<file path="src/rtl/aud_trace_pkg.sv">
// rtl/aud_trace_pkg.sv - shared addresses, record layout and state types for the AUD trace drain
package aud_trace_pkg;

  localparam logic [31:0] ADDR_CSR_DEF = 32'h0;
  localparam logic [31:0] ADDR_BTF_DEF = 32'h4;
  localparam logic [31:0] ADDR_BAF_DEF = 32'h8;
  localparam int unsigned FC_LSB_DEF   = 16;
  localparam int unsigned FC_WIDTH_DEF = 5;
  localparam int unsigned POLL_GAP_DEF = 16;

  localparam int unsigned REC_BAF_MSB   = 63;
  localparam int unsigned REC_BAF_LSB   = 32;
  localparam int unsigned REC_VALID_BIT = 31;
  localparam int unsigned REC_TS_MSB    = 30;
  localparam int unsigned REC_TS_LSB    = 0;

  typedef enum logic [2:0] {
    ST_IDLE   = 3'd0,
    ST_POLL   = 3'd1,
    ST_RD_BTF = 3'd2,
    ST_RD_BAF = 3'd3,
    ST_EMIT   = 3'd4,
    ST_GAP    = 3'd5
  } drain_state_e;

  typedef enum logic [1:0] {
    WB_IDLE = 2'd0,
    WB_STB  = 2'd1,
    WB_DATA = 2'd2
  } wb_state_e;

endpackage

</file>
<file path="src/rtl/aud_wb_rd.sv">
// rtl/aud_wb_rd.sv - single-read Wishbone master; data is taken the cycle after ack
module aud_wb_rd
  import aud_trace_pkg::*;
(
  input  logic        clk_i,
  input  logic        rst_n_i,
  input  logic        req_i,
  input  logic [31:0] addr_i,
  output logic        done_o,
  output logic [31:0] data_o,
  output logic [31:0] wb_adr_o,
  output logic        wb_stb_o,
  input  logic        wb_ack_i,
  input  logic [31:0] wb_dat_i
);

  wb_state_e   state_q, state_d;
  logic [31:0] adr_q, adr_d;
  logic [31:0] data_q, data_d;
  logic        done_q, done_d;

  always_ff @(posedge clk_i or negedge rst_n_i) begin
    if (!rst_n_i) begin
      state_q <= WB_IDLE;
      adr_q   <= '0;
      data_q  <= '0;
      done_q  <= 1'b0;
    end else begin
      state_q <= state_d;
      adr_q   <= adr_d;
      data_q  <= data_d;
      done_q  <= done_d;
    end
  end

  // A level request is ignored during the done cycle so one request yields one read.
  always_comb begin
    state_d = state_q;
    adr_d   = adr_q;
    data_d  = data_q;
    done_d  = 1'b0;
    unique case (state_q)
      WB_IDLE: begin
        if (req_i && !done_q) begin
          adr_d   = addr_i;
          state_d = WB_STB;
        end
      end
      WB_STB: begin
        if (wb_ack_i) state_d = WB_DATA;
      end
      WB_DATA: begin
        data_d  = wb_dat_i;
        done_d  = 1'b1;
        state_d = WB_IDLE;
      end
      default: state_d = WB_IDLE;
    endcase
  end

  assign wb_stb_o = (state_q == WB_STB);
  assign wb_adr_o = adr_q;
  assign done_o   = done_q;
  assign data_o   = data_q;

endmodule

</file>
<file path="src/rtl/aud_trace_drain.sv">
// rtl/aud_trace_drain.sv - drains AUD BTM FIFO records over Wishbone onto a valid/ready stream
// Optional AUD_TRACE_DROP_INVALID_EN drops records whose addr_valid bit is clear.
module aud_trace_drain
  import aud_trace_pkg::*;
#(
  parameter logic [31:0] ADDR_CSR = ADDR_CSR_DEF,
  parameter logic [31:0] ADDR_BTF = ADDR_BTF_DEF,
  parameter logic [31:0] ADDR_BAF = ADDR_BAF_DEF,
  parameter int unsigned FC_LSB   = FC_LSB_DEF,
  parameter int unsigned FC_WIDTH = FC_WIDTH_DEF,
  parameter int unsigned POLL_GAP = POLL_GAP_DEF
)(
  input  logic        clk_sys_i,
  input  logic        rst_n_i,
  input  logic        enable_i,
  output logic [31:0] wb_adr_o,
  output logic        wb_stb_o,
  output logic        wb_we_o,
  input  logic        wb_ack_i,
  input  logic [31:0] wb_dat_i,
  output logic [63:0] rec_data_o,
  output logic        rec_valid_o,
  input  logic        rec_ready_i,
  output logic [31:0] rec_count_o,
`ifdef AUD_TRACE_DROP_INVALID_EN
  output logic [31:0] skip_count_o,
`endif
  output logic        busy_o
);

  localparam logic [FC_WIDTH-1:0] REM_ONE  = {{(FC_WIDTH-1){1'b0}}, 1'b1};
  localparam logic [15:0]         GAP_LOAD = 16'(POLL_GAP);

  drain_state_e        state_q, state_d, after_rec;
  logic [FC_WIDTH-1:0] rem_q, rem_d, fc;
  logic [15:0]         gap_q, gap_d;
  logic [63:0]         rec_q, rec_d;
  logic [31:0]         cnt_q, cnt_d;
  logic                stop_q, stop_d, stop_now;
  logic                rd_req, rd_done;
  logic [31:0]         rd_addr, rd_data;
`ifdef AUD_TRACE_DROP_INVALID_EN
  logic [31:0]         skip_q, skip_d;
`endif

  aud_wb_rd u_wb_rd (
    .clk_i   (clk_sys_i),
    .rst_n_i (rst_n_i),
    .req_i   (rd_req),
    .addr_i  (rd_addr),
    .done_o  (rd_done),
    .data_o  (rd_data),
    .wb_adr_o(wb_adr_o),
    .wb_stb_o(wb_stb_o),
    .wb_ack_i(wb_ack_i),
    .wb_dat_i(wb_dat_i)
  );

  always_ff @(posedge clk_sys_i or negedge rst_n_i) begin
    if (!rst_n_i) begin
      state_q <= ST_IDLE;
      rem_q   <= '0;
      gap_q   <= '0;
      rec_q   <= '0;
      cnt_q   <= '0;
      stop_q  <= 1'b0;
`ifdef AUD_TRACE_DROP_INVALID_EN
      skip_q  <= '0;
`endif
    end else begin
      state_q <= state_d;
      rem_q   <= rem_d;
      gap_q   <= gap_d;
      rec_q   <= rec_d;
      cnt_q   <= cnt_d;
      stop_q  <= stop_d;
`ifdef AUD_TRACE_DROP_INVALID_EN
      skip_q  <= skip_d;
`endif
    end
  end

  // A disable seen anywhere in a record sequence is remembered until the record is finished.
  assign stop_now  = stop_q | ~enable_i;
  assign fc        = rd_data[FC_LSB +: FC_WIDTH];
  assign after_rec = stop_now ? ST_IDLE : ((rem_q == REM_ONE) ? ST_POLL : ST_RD_BTF);

  always_comb begin
    state_d = state_q;
    rem_d   = rem_q;
    gap_d   = gap_q;
    rec_d   = rec_q;
    cnt_d   = cnt_q;
    stop_d  = stop_now;
    rd_req  = 1'b0;
    rd_addr = ADDR_CSR;
`ifdef AUD_TRACE_DROP_INVALID_EN
    skip_d  = skip_q;
`endif
    unique case (state_q)
      ST_IDLE: begin
        stop_d = 1'b0;
        rem_d  = '0;
        if (enable_i) state_d = ST_POLL;
      end
      ST_POLL: begin
        rd_req = 1'b1;
        if (rd_done) begin
          if (stop_now) begin
            state_d = ST_IDLE;
          end else if (fc == '0) begin
            gap_d   = GAP_LOAD;
            state_d = ST_GAP;
          end else begin
            rem_d   = fc;
            state_d = ST_RD_BTF;
          end
        end
      end
      ST_RD_BTF: begin
        rd_req  = 1'b1;
        rd_addr = ADDR_BTF;
        if (rd_done) begin
          rec_d[REC_VALID_BIT]         = rd_data[31];
          rec_d[REC_TS_MSB:REC_TS_LSB] = rd_data[30:0];
          state_d                      = ST_RD_BAF;
        end
      end
      ST_RD_BAF: begin
        rd_req  = 1'b1;
        rd_addr = ADDR_BAF;
        if (rd_done) begin
          rec_d[REC_BAF_MSB:REC_BAF_LSB] = rd_data;
`ifdef AUD_TRACE_DROP_INVALID_EN
          if (!rec_q[REC_VALID_BIT]) begin
            skip_d  = skip_q + 32'd1;
            rem_d   = rem_q - REM_ONE;
            state_d = after_rec;
          end else begin
            state_d = ST_EMIT;
          end
`else
          state_d = ST_EMIT;
`endif
        end
      end
      ST_EMIT: begin
        if (rec_ready_i) begin
          cnt_d   = cnt_q + 32'd1;
          rem_d   = rem_q - REM_ONE;
          state_d = after_rec;
        end
      end
      ST_GAP: begin
        if (stop_now)             state_d = ST_IDLE;
        else if (gap_q <= 16'd1)  state_d = ST_POLL;
        else                      gap_d   = gap_q - 16'd1;
      end
      default: state_d = ST_IDLE;
    endcase
  end

  assign wb_we_o     = 1'b0;
  assign rec_data_o  = rec_q;
  assign rec_valid_o = (state_q == ST_EMIT);
  assign rec_count_o = cnt_q;
  assign busy_o      = (state_q != ST_IDLE);
`ifdef AUD_TRACE_DROP_INVALID_EN
  assign skip_count_o = skip_q;
`endif

endmodule

</file>
<file path="config.mk">
export PLATFORM = sky130hd
export DESIGN_NAME = aud_trace_drain
export DESIGN_NICKNAME = d
export VERILOG_FILES = /design/src/rtl/aud_trace_pkg.sv /design/src/rtl/aud_wb_rd.sv /design/src/rtl/aud_trace_drain.sv
export SDC_FILE = /design/constraint.sdc
export NUM_CORES = 1
export LEC_CHECK = 0
export CELL_PAD_IN_SITES_DETAIL_PLACEMENT = 0
export CELL_PAD_IN_SITES_GLOBAL_PLACEMENT = 1
export CORE_AREA = 2 2 143 145
export DETAILED_ROUTE_END_ITERATION = 8
export DIE_AREA = 0 0 145 147
export PLACE_DENSITY = 0.75
export SLEW_MARGIN = 20
export SYNTH_ARGS = -nofsm -noshare
export SYNTH_HDL_FRONTEND = slang
export SYNTH_SLANG_ARGS = --single-unit
</file>
<file path="constraint.sdc">
create_clock -name clk_sys_i -period 2.05 [get_ports clk_sys_i]
set_clock_uncertainty 0.1 [all_clocks]
set_input_delay 0.205 -clock clk_sys_i [delete_from_list [all_inputs] [get_ports clk_sys_i]]
set_output_delay 0.205 -clock clk_sys_i [all_outputs]
set_load 0.05 [all_outputs]
</file>
Yosys cells after proc, flatten, opt, wreduce, memory -nomap -nowiden
Cells that the tools add are included.
{"block": "classes", "n_reduce_logical": 17, "bitwise_logic": 2, "addsub": 3, "magnitude_cmp": 1, "muxes": 30, "eq_ne": 21}
{"op": "16-bit 2-to-1 mux", "n": 5}
{"op": "32-bit by 1-bit adder with 32-bit output, second input constant", "n": 1}
{"op": "16-bit case mux with 2 select lines", "n": 1}
{"op": "3-bit 2-to-1 mux", "n": 9}
{"op": "5-bit 2-to-1 mux", "n": 4}
{"op": "3-bit case mux with 6 select lines", "n": 1}
{"op": "16-bit by 1-bit less-or-equal comparator with 1-bit output, second input constant", "n": 1}
{"op": "16-bit by 1-bit subtractor with 16-bit output, second input constant", "n": 1}
{"op": "5-bit case mux with 3 select lines", "n": 1}
{"op": "2-bit by 1-bit inequality test with 1-bit output, second input constant", "n": 6}
{"op": "2-bit inequality test, second input constant", "n": 6}
{"op": "6-bit AND reduction", "n": 2}
{"op": "2-bit AND reduction", "n": 5}
{"op": "2-bit 2-to-1 mux", "n": 4}
{"op": "4-bit case mux with 2 select lines", "n": 1}
{"op": "3-bit by 2-bit == test with 1-bit output, second input constant", "n": 2}
{"op": "3-bit == test, second input constant", "n": 2}
{"op": "3-bit nonzero test", "n": 2}
{"op": "5-bit by 1-bit == test with 1-bit output, second input constant", "n": 1}
{"op": "5-bit zero test", "n": 1}
{"op": "5-bit AND reduction", "n": 1}
{"op": "5-bit by 1-bit subtractor with 5-bit output, second input constant", "n": 1}
{"op": "2-bit case mux with 2 select lines", "n": 1}
{"op": "3-bit by 1-bit == test with 1-bit output, second input constant", "n": 1}
{"op": "12 further kinds", "n": 14}
{"block": "word_totals", "inputBits": 37, "wordCells": 85, "output_inout_bits": 132, "register_bits": 188}

Longest topological paths before layout
Gate-level depths: netlist of run 1.
{"block": "logic_depth", "word_depth": 6, "ltp_mapped": 8, "depth_no_buf": 7}

Modules after synthesis
A second synthesis of run 1 with hierarchy kept.
{"block": "hier_totals", "hier_cells": 596, "hier_area_um2": 7878.8}
{"mod": "aud_trace_drain", "area_per_inst_um2": 5357.6, "n_inst": 1, "seq_area_each_um2": 3027.9, "cells_each": 451}
{"mod": "aud_wb_rd", "area_per_inst_um2": 2521.2, "n_inst": 1, "seq_area_each_um2": 1676.6, "cells_each": 145}

Worst setup path after synthesis of run 1
Ideal clock, no wire load.
{"block": "synth_timing", "path_kind": "reg2reg", "start": "reg cnt_q[3], in the netlist rec_count_o[3]", "end": "reg cnt_q[31], in the netlist rec_count_o[31]", "path_buffers": 1, "setup_ns": 0.140, "path_stages_with_launch": 7, "period_less_slack_ns": 2.167, "required_ns": 1.810, "t_arrival_ns": 1.927, "slack_ns": -0.117, "cell_sequence": "dfrtp_1 > nand3_1 > nor4_4 > and4_1 > buf_2 > nand4_1 > xnor2_1"}
{"block": "synth_via", "elab_chain_len": 1}
{"item": "from (decl)", "line": "aud_trace_drain.sv:38", "text": "logic [31:0] cnt_q, cnt_d;"}
{"item": "from (signal assigned)", "line": "aud_trace_drain.sv:75", "text": "cnt_q <= cnt_d;"}
{"item": "32-bit by 1-bit adder with 32-bit output", "line": "aud_trace_drain.sv:149", "text": "cnt_d = cnt_q + 32'd1;"}
No other way between the ends.
A chain may end at the register's enable or synchronous reset.

Final worst setup path of run 1
{"block": "layout_timing", "start": "reg gap_q[7]", "end": "reg gap_q[11]"}
{"block": "layout_via", "elab_chain_len": 4, "elab_cells_between_ends": 7, "classes_between": "1 x add/sub; 1 x order compare; 1 x eq/ne; 3 x mux; 1 x reduce/logical"}
{"item": "from (decl)", "line": "aud_trace_drain.sv:36", "text": "logic [15:0] gap_q, gap_d;"}
{"item": "from (signal assigned)", "line": "aud_trace_drain.sv:73", "text": "gap_q <= gap_d;"}
{"item": "16-bit by 1-bit subtractor with 16-bit output", "line": "aud_trace_drain.sv:157", "text": "else gap_d = gap_q - 16'd1;"}
{"item": "16-bit 2-to-1 mux", "line": "aud_trace_drain.sv:156", "text": "else if (gap_q <= 16'd1) state_d = ST_POLL;"}
{"item": "16-bit 2-to-1 mux", "line": "aud_trace_drain.sv:155", "text": "if (stop_now) state_d = ST_IDLE;"}
{"item": "16-bit case mux with 2 select lines", "line": "aud_trace_drain.sv:100", "text": "unique case (state_q)"}
Parallel ways exist; a longest one is shown, timed or not. The select of a mux whose other input is x is not followed.

==> results of run 1 <==
==> synthesized netlist by cell type, types with 5 or more instances <==
library cell,number
nor2_1,17
a21oi_1,15
nor2b_1,5
and2_1,6
nor3_1,9
and3_1,8
buf_4,31
ha_1,5
buf_2,7
inv_1,9
xor2_1,5
nand4_1,6
nand3_1,17
nand2_1,24
xnor2_1,26
a31oi_1,8
mux2_2,94
dfrtp_1,158
clkbuf_1,14
o21ai_0,24
==> final cells by class <==
| cell class | instances | share of cell area |
|---|---|---|
| Tap cell | 270 | 0.03461 |
| Multi-Input combinational cell | 365 | 0.2981 |
| Timing Repair Buffer | 191 | 0.1955 |
| Clock inverter | 13 | 0.01577 |
| Inverter | 9 | 0.003461 |
| Clock buffer | 19 | 0.04640 |
| Sequential cell | 158 | 0.4062 |
==> repair_timing <==
item | CTS | global route
gates resized for setup | 10 | 37
hold buffers | 1 | 0
setup endpoints to repair | 5 | 24
buffers inserted | 1 | 3
endpoints found under the hold margin | 58 | 0
pin swaps | 0 | 8
==> metrics by stage <==
step | total power (W) | setup slack, ns
2_1_floorplan | 0.008107 | 0.01301
3_3_place_gp | 0.009901 | -0.06288
3_5_place_dp | 0.01012 | -0.08226
4_1_cts | 0.01349 | 0.007759
5_1_grt | 0.01435 | -0.08296
6_report | 0.01361 | 0.01437
==> routing by layer <==
metal | routed length, um | up-vias
met4 | 142 | 0
met3 | 1303 | 12
li1 | - | 2292
met5 | 0 | -
met1 | 6675 | 2502
met2 | 8174 | 131
==> kinds of logic after synthesis <==
family          synth area share
compound gates           0.06465
flops                     0.5659
fa+ha+maj               0.008954
simple gates              0.1109
mux                       0.1563
other cells            0.0005367
xor+xnor                 0.03886
buf+inv                  0.05390
==> registers in the layout, indices dropped and copies added, names as in the netlist <==
name,cells
u_wb_rd.state_q,2
gap_q,16
u_wb_rd.done_o,1
u_wb_rd.wb_adr_o,2
stop_q,1
state_q,3
rec_count_o,32
u_wb_rd.data_o,32
rem_q,5
rec_data_o,64
==> power by group <==
group | internal (W) | switching, W
Clock | 0.00189 | 0.00133
Combinational | 0.00235 | 0.00328
Sequential | 0.00405 | 0.000704
Total | 0.00829 | 0.00532
==> worst max path at each step <==
stage / from / end / slack, ns / cells past startpoint
4_1_cts: gap_q[7]$_DFFE_PN0P_ / gap_q[4]$_DFFE_PN0P_ / 0.008 / 6
2_1_floorplan: rec_count_o[0]$_DFFE_PN0P_ / rec_count_o[30]$_DFFE_PN0P_ / 0.01 / 6
3_5_place_dp: rec_ready_i / rec_count_o[21]$_DFFE_PN0P_ / -0.08 / 7
6_report: gap_q[7]$_DFFE_PN0P_ / gap_q[11]$_DFFE_PN0P_ / 0.01 / 6
5_1_grt: gap_q[13]$_DFFE_PN0P_ / gap_q[12]$_DFFE_PN0P_ / -0.08 / 7
3_3_place_gp: rec_ready_i / rec_count_o[31]$_DFFE_PN0P_ / -0.06 / 6
==> flow_metrics.py, run 1 <==
metrics = {
    "setup_path": {
        "worstReg2RegEnd": "gap_q[11]$_DFFE_PN0P_",
        "required_ns": 2.26,
        "worstSetupPathType": "reg -> reg",
        "worstPathArrival_ns": 2.24,
        "reg2reg_slack_ns": 0.01,
        "critPathSlowestCell": "or4_4",
        "cp_cell_sequence": "or4_4 -> buf_4 -> nor3_4 -> buf_6 -> nand2_1 -> o41ai_4",
        "r2r-start": "gap_q[7]$_DFFE_PN0P_",
        "critPathBufInv": 2,
        "crit_path_start_kind": "register",
        "cp_top_family": "simple AND/OR/NAND/NOR gates",
        "cp_slowest_stage_delay_ns": 0.57,
        "cp-end-kind": "register",
        "r2r_cells": 6,
        "critical_path.max_fanout": 5,
    },
    "finish": {
        "fillCellCount": 1792,
        "design_area_sq_um": 9762,
        "syn_to_final_growth_pct": 39.72,
        "final_cell_mix": "149 x dfrtp_1, 130 x clkdlybuf4s50_1, 94 x mux2_2",
        "fin_cells": 1025,
        "num_antenna_cells": 0,
        "nets": 784,
        "final_common_cell": "dfrtp_1",
        "regArea_sq_um": 3965,
        "utilization": 0.4919,
        "multi_input_area_sq_um": 2910,
        "drive_gt1_frac": 0.2954,
    },
    "route": {
        "wl_per_cell_um": 15.90,
        "post-route-drc-count": 0,
        "wirelength_um": 16300,
        "drt-initial-drc-count": 155,
        "first_pass_iters": 4,
        "via_per_inst": 4.817,
        "ant_nets": 0,
        "vias": 4937,
    },
    "status": {
        "status": "finished, final reports clean",
    },
    "clock_network": {
        "clk-insertion-delay-late_ns": 0.42,
        "clockBufferDepth": 2,
        "clkSlewWorstSetupHoldPaths_ns": 0.06,
        "h-tree-depth": 4,
        "cts-root-buf": "clkbuf_16",
        "cts_tree": "built",
        "cts_buffers": 17,
        "numClockSinks": 158,
    },
    "timing": {
        "max_freq_ghz": 0.4912,
        "setup_tns_ns": 0,
        "setup_viol": 0,
        "drv_slew": 0,
        "hold_violations": 0,
        "rsz0062_at_grt": "true",
        "period_needed_ns": 2.036,
        "period_share": 0.9930,
        "hold_slack_ns": 0.2361,
        "tightest_slew_ns": 0.5829,
        "timing.slew.headroom": 0.6114,
    },
    "floorplan": {
        "die_h_um": 147,
        "die_w_um": 145,
        "ios": 169,
        "dieArea_sq_um": 21320,
        "rows": 52,
        "start_util": 0.3521,
        "coreArea_sq_um": 19840,
    },
    "global_route": {
        "grt_max_degree": 62,
        "grt_use_met3": 0.06615,
        "grt_util_met2": 0.2574,
        "grt_pass1_wl_um": 26390,
        "grt_overflow": 0,
        "gr-usage-met1": 0.1820,
        "grt_usage": 0.1530,
        "grt_busiest_layer": "met2",
        "grt_pass1_vias": 5179,
        "antenna_found_initial": 0,
    },
    "logic_synthesis": {
        "ys_ff_latch": 158,
        "ys_async_sr_fraction": 1.000,
        "yosysUniqueCellTypes": 62,
        "synthCells": 556,
        "ys_warn_count": 0,
        "synth.top_cell.area_share": 0.5659,
        "synth.area.top_cells": "dfrtp_1 57%, mux2_2 15%, buf_4 3.3%, xnor2_1 3.3%, o21ai_0 1.7%",
        "syn_area_per_cell_sq_um": 12.57,
        "syn_area_sq_um": 6987,
        "synth_area_leader_cell": "dfrtp_1",
        "synth_top_flop_cell": "dfrtp_1",
        "ys_seq_area_frac": 0.5659,
        "synth-edff-count": 0,
    },
    "place": {
        "dp.cells": 988,
        "placed_cell_area_sq_um": 8957,
        "hpwl_um": 11370,
        "numPortBuffers": 137,
        "globalplace.congestion": 0.8096,
    },
    "hold_path": {
        "hold_path_class": "in -> async",
    },
    "power": {
        "powerDensity_nw_per_um2": 1394,
        "p_leak_nw": 4.397,
        "ir_drop_uv": 811.7,
    },
    "run": {
        "cap_violations": 0,
    },
}
No activity file was read; power rests on OpenSTA's default activity.
==> run 2: changes to the inputs <==
--- a/config.mk
+++ b/config.mk
@@ -10,6 +10,7 @@
 export CORE_AREA = 2 2 143 145
 export DETAILED_ROUTE_END_ITERATION = 8
 export DIE_AREA = 0 0 145 147
+export GPL_TIMING_DRIVEN = 0
 export PLACE_DENSITY = 0.75
 export SLEW_MARGIN = 20
 export SYNTH_ARGS = -nofsm -noshare
==> run 2 against run 1 <==
Effect of this change: total power is 1.9% lower; fmax is 0.26% higher; largest power group unchanged; via count is 2.7% higher; critical path type unchanged; sequential power is 0.8% higher; critical endpoint is now gap_q[14]$_DFFE_PN0P_.
==> flow_metrics.py, run 2 (synthesis results as in run 1) <==
metrics = {
    "power": {
        "switchingPower_w": 0.005327,
        "p_clk_frac": 0.232,
        "switching_share": 0.3991,
        "p_leak_nw": 4.483,
        "comb_power_share": 0.408,
        "powerDensity_nw_per_um2": 1362,
        "seq_power_share": 0.359,
        "ir_drop_uv": 732.4,
        "p_int_w": 0.008021,
    },
    "status": {
        "status": "finished, final reports clean",
    },
    "global_route": {
        "grt_overflow": 0,
        "grt_max_degree": 87,
        "grt_pass1_wl_um": 27890,
        "grt_pass1_vias": 5345,
        "antenna_found_initial": 0,
        "grt_usage": 0.1611,
    },
    "finish": {
        "largest_reg_flops": 64,
        "final_common_cell": "dfrtp_1",
        "syn_to_final_growth_pct": 40.24,
        "utilization": 0.4938,
        "fin_cells": 1045,
        "drive_gt1_frac": 0.3110,
        "fillCellCount": 1759,
        "nets": 805,
        "final_cell_mix": "150 x dfrtp_1, 129 x clkdlybuf4s50_1, 94 x mux2_2",
        "num_antenna_cells": 0,
    },
    "clock_network": {
        "h-tree-depth": 4,
        "numClockSinks": 158,
        "cts_buffers": 17,
        "clkSlewWorstSetupHoldPaths_ns": 0.07,
        "clockBufferDepth": 2,
        "cts_tree": "built",
        "cts-root-buf": "clkbuf_16",
        "clk-insertion-delay-late_ns": 0.42,
    },
    "route": {
        "via_per_inst": 4.850,
        "ant_nets": 0,
        "wl_per_cell_um": 16.23,
        "post-route-drc-count": 0,
        "vias": 5068,
        "first_pass_iters": 7,
        "drt-initial-drc-count": 210,
        "wirelength_um": 16960,
    },
    "timing": {
        "period_share": 0.9904,
        "setup_tns_ns": 0,
        "drv_slew": 0,
        "setup_viol": 0,
        "period_needed_ns": 2.030,
        "tightest_slew_ns": 0.5931,
        "rsz0062_at_grt": "true",
        "hold_violations": 0,
        "max_freq_ghz": 0.4925,
        "timing.slew.headroom": 0.6034,
    },
    "setup_path": {
        "worstPathArrival_ns": 2.29,
        "worstSetupPathType": "reg -> reg",
        "critical_path.max_fanout": 6,
        "required_ns": 2.31,
        "cp-end-kind": "register",
        "crit_path_start_kind": "register",
    },
    "floorplan": {
        "ios": 169,
        "start_util": 0.3521,
        "coreArea_sq_um": 19840,
        "dieArea_sq_um": 21320,
        "rows": 52,
        "die_h_um": 147,
        "die_w_um": 145,
    },
    "place": {
        "numPortBuffers": 137,
        "dp.cells": 994,
        "globalplace.congestion": 0.7940,
        "hpwl_um": 11400,
    },
    "run": {
        "cap_violations": 0,
    },
    "hold_path": {
        "hold_path_class": "in -> async",
    },
}
run 2: critical path, cell delays in order, from the launching register on:
cell and delay (ns):
dfrtp_1 0.38, or4_4 0.61, nor2_4 0.18, nand3_2 0.09, or4_4 0.49, o21ai_2 0.12
run 2: worst paths after layout:
path                       slack (ns)  cells past startpoint                        endpoint                   from
setup / recovery                 0.02                      5           gap_q[14]$_DFFE_PN0P_   gap_q[6]$_DFFE_PN0P_
hold / removal                   0.23                      2   u_wb_rd.data_o[6]$_DFFE_PN0P_                rst_n_i
setup reg to reg                 0.02                      5           gap_q[14]$_DFFE_PN0P_   gap_q[6]$_DFFE_PN0P_
hold reg to reg                  0.37                      1           gap_q[10]$_DFFE_PN0P_  gap_q[10]$_DFFE_PN0P_
max in group asynchronous        0.78                      3            gap_q[5]$_DFFE_PN0P_                rst_n_i
min in group clk_sys_i           0.29                      2  u_wb_rd.state_q[0]$_DFFE_PN0P_               wb_ack_i
run 2: layout make-up:
class / instances / area (sq um) / area share
plain buffers: 52 / 389.1 / 0.03971
clock buffers: 19 / 432.9 / 0.04418
clock inverters: 12 / 136.4 / 0.01392
inverters: 9 / 33.78 / 0.003448
multi-input cells: 366 / 2932 / 0.2992
flip-flops and latches: 158 / 3964 / 0.4045
well taps: 270 / 337.8 / 0.03448
repair buffers: 159 / 1573 / 0.1605
run 2: stage by stage:
stage | hold WS (ns) | area (sq um) | setup WS [ns] | total power, W
2_1_floorplan | -0.1906 | 7107 | 0.01301 | 0.008107
3_3_place_gp | 0.3585 | 8816 | -6.041 | 0.009553
3_5_place_dp | 0.1086 | 8848 | -0.3883 | 0.009763
4_1_cts | 0.2491 | 9608 | -0.08672 | 0.01316
5_1_grt | 0.2742 | 9798 | -0.05803 | 0.01407
6_report | 0.2255 | 9798 | 0.01962 | 0.01335
run 2: power groups by stage:
| stage | sequential [W] | combinational, W | clock [W] |
|---|---|---|---|
| after global placement | 0.00474 | 0.00481 | 0 |
| after global routing | 0.00493 | 0.00581 | 0.00333 |
| after detailed placement | 0.00481 | 0.00495 | 0 |
| after floorplan | 0.00592 | 0.00219 | 0 |
| after CTS | 0.00477 | 0.00521 | 0.00319 |
| final | 0.00480 | 0.00545 | 0.00310 |
run 2: per-layer routing:
| metal | GRT usage | routed length (um) | up-vias |
|---|---|---|---|
| met5 | 0 | 0 | - |
| met4 | 0.04752 | 297 | 0 |
| met3 | 0.07453 | 1543 | 26 |
| met2 | 0.2626 | 8138 | 168 |
| met1 | 0.1917 | 6980 | 2536 |
| li1 | - | - | 2338 |
run 2: what timing repair did:
item | in CTS | in global routing
hold buffers | 1 | 0
gates resized for setup | 46 | 49
setup endpoints to repair | 94 | 123
pin swaps | 10 | 8
endpoints found under the hold margin | 72 | 0
cloned | 0 | 1
setup buffers | 11 | 9
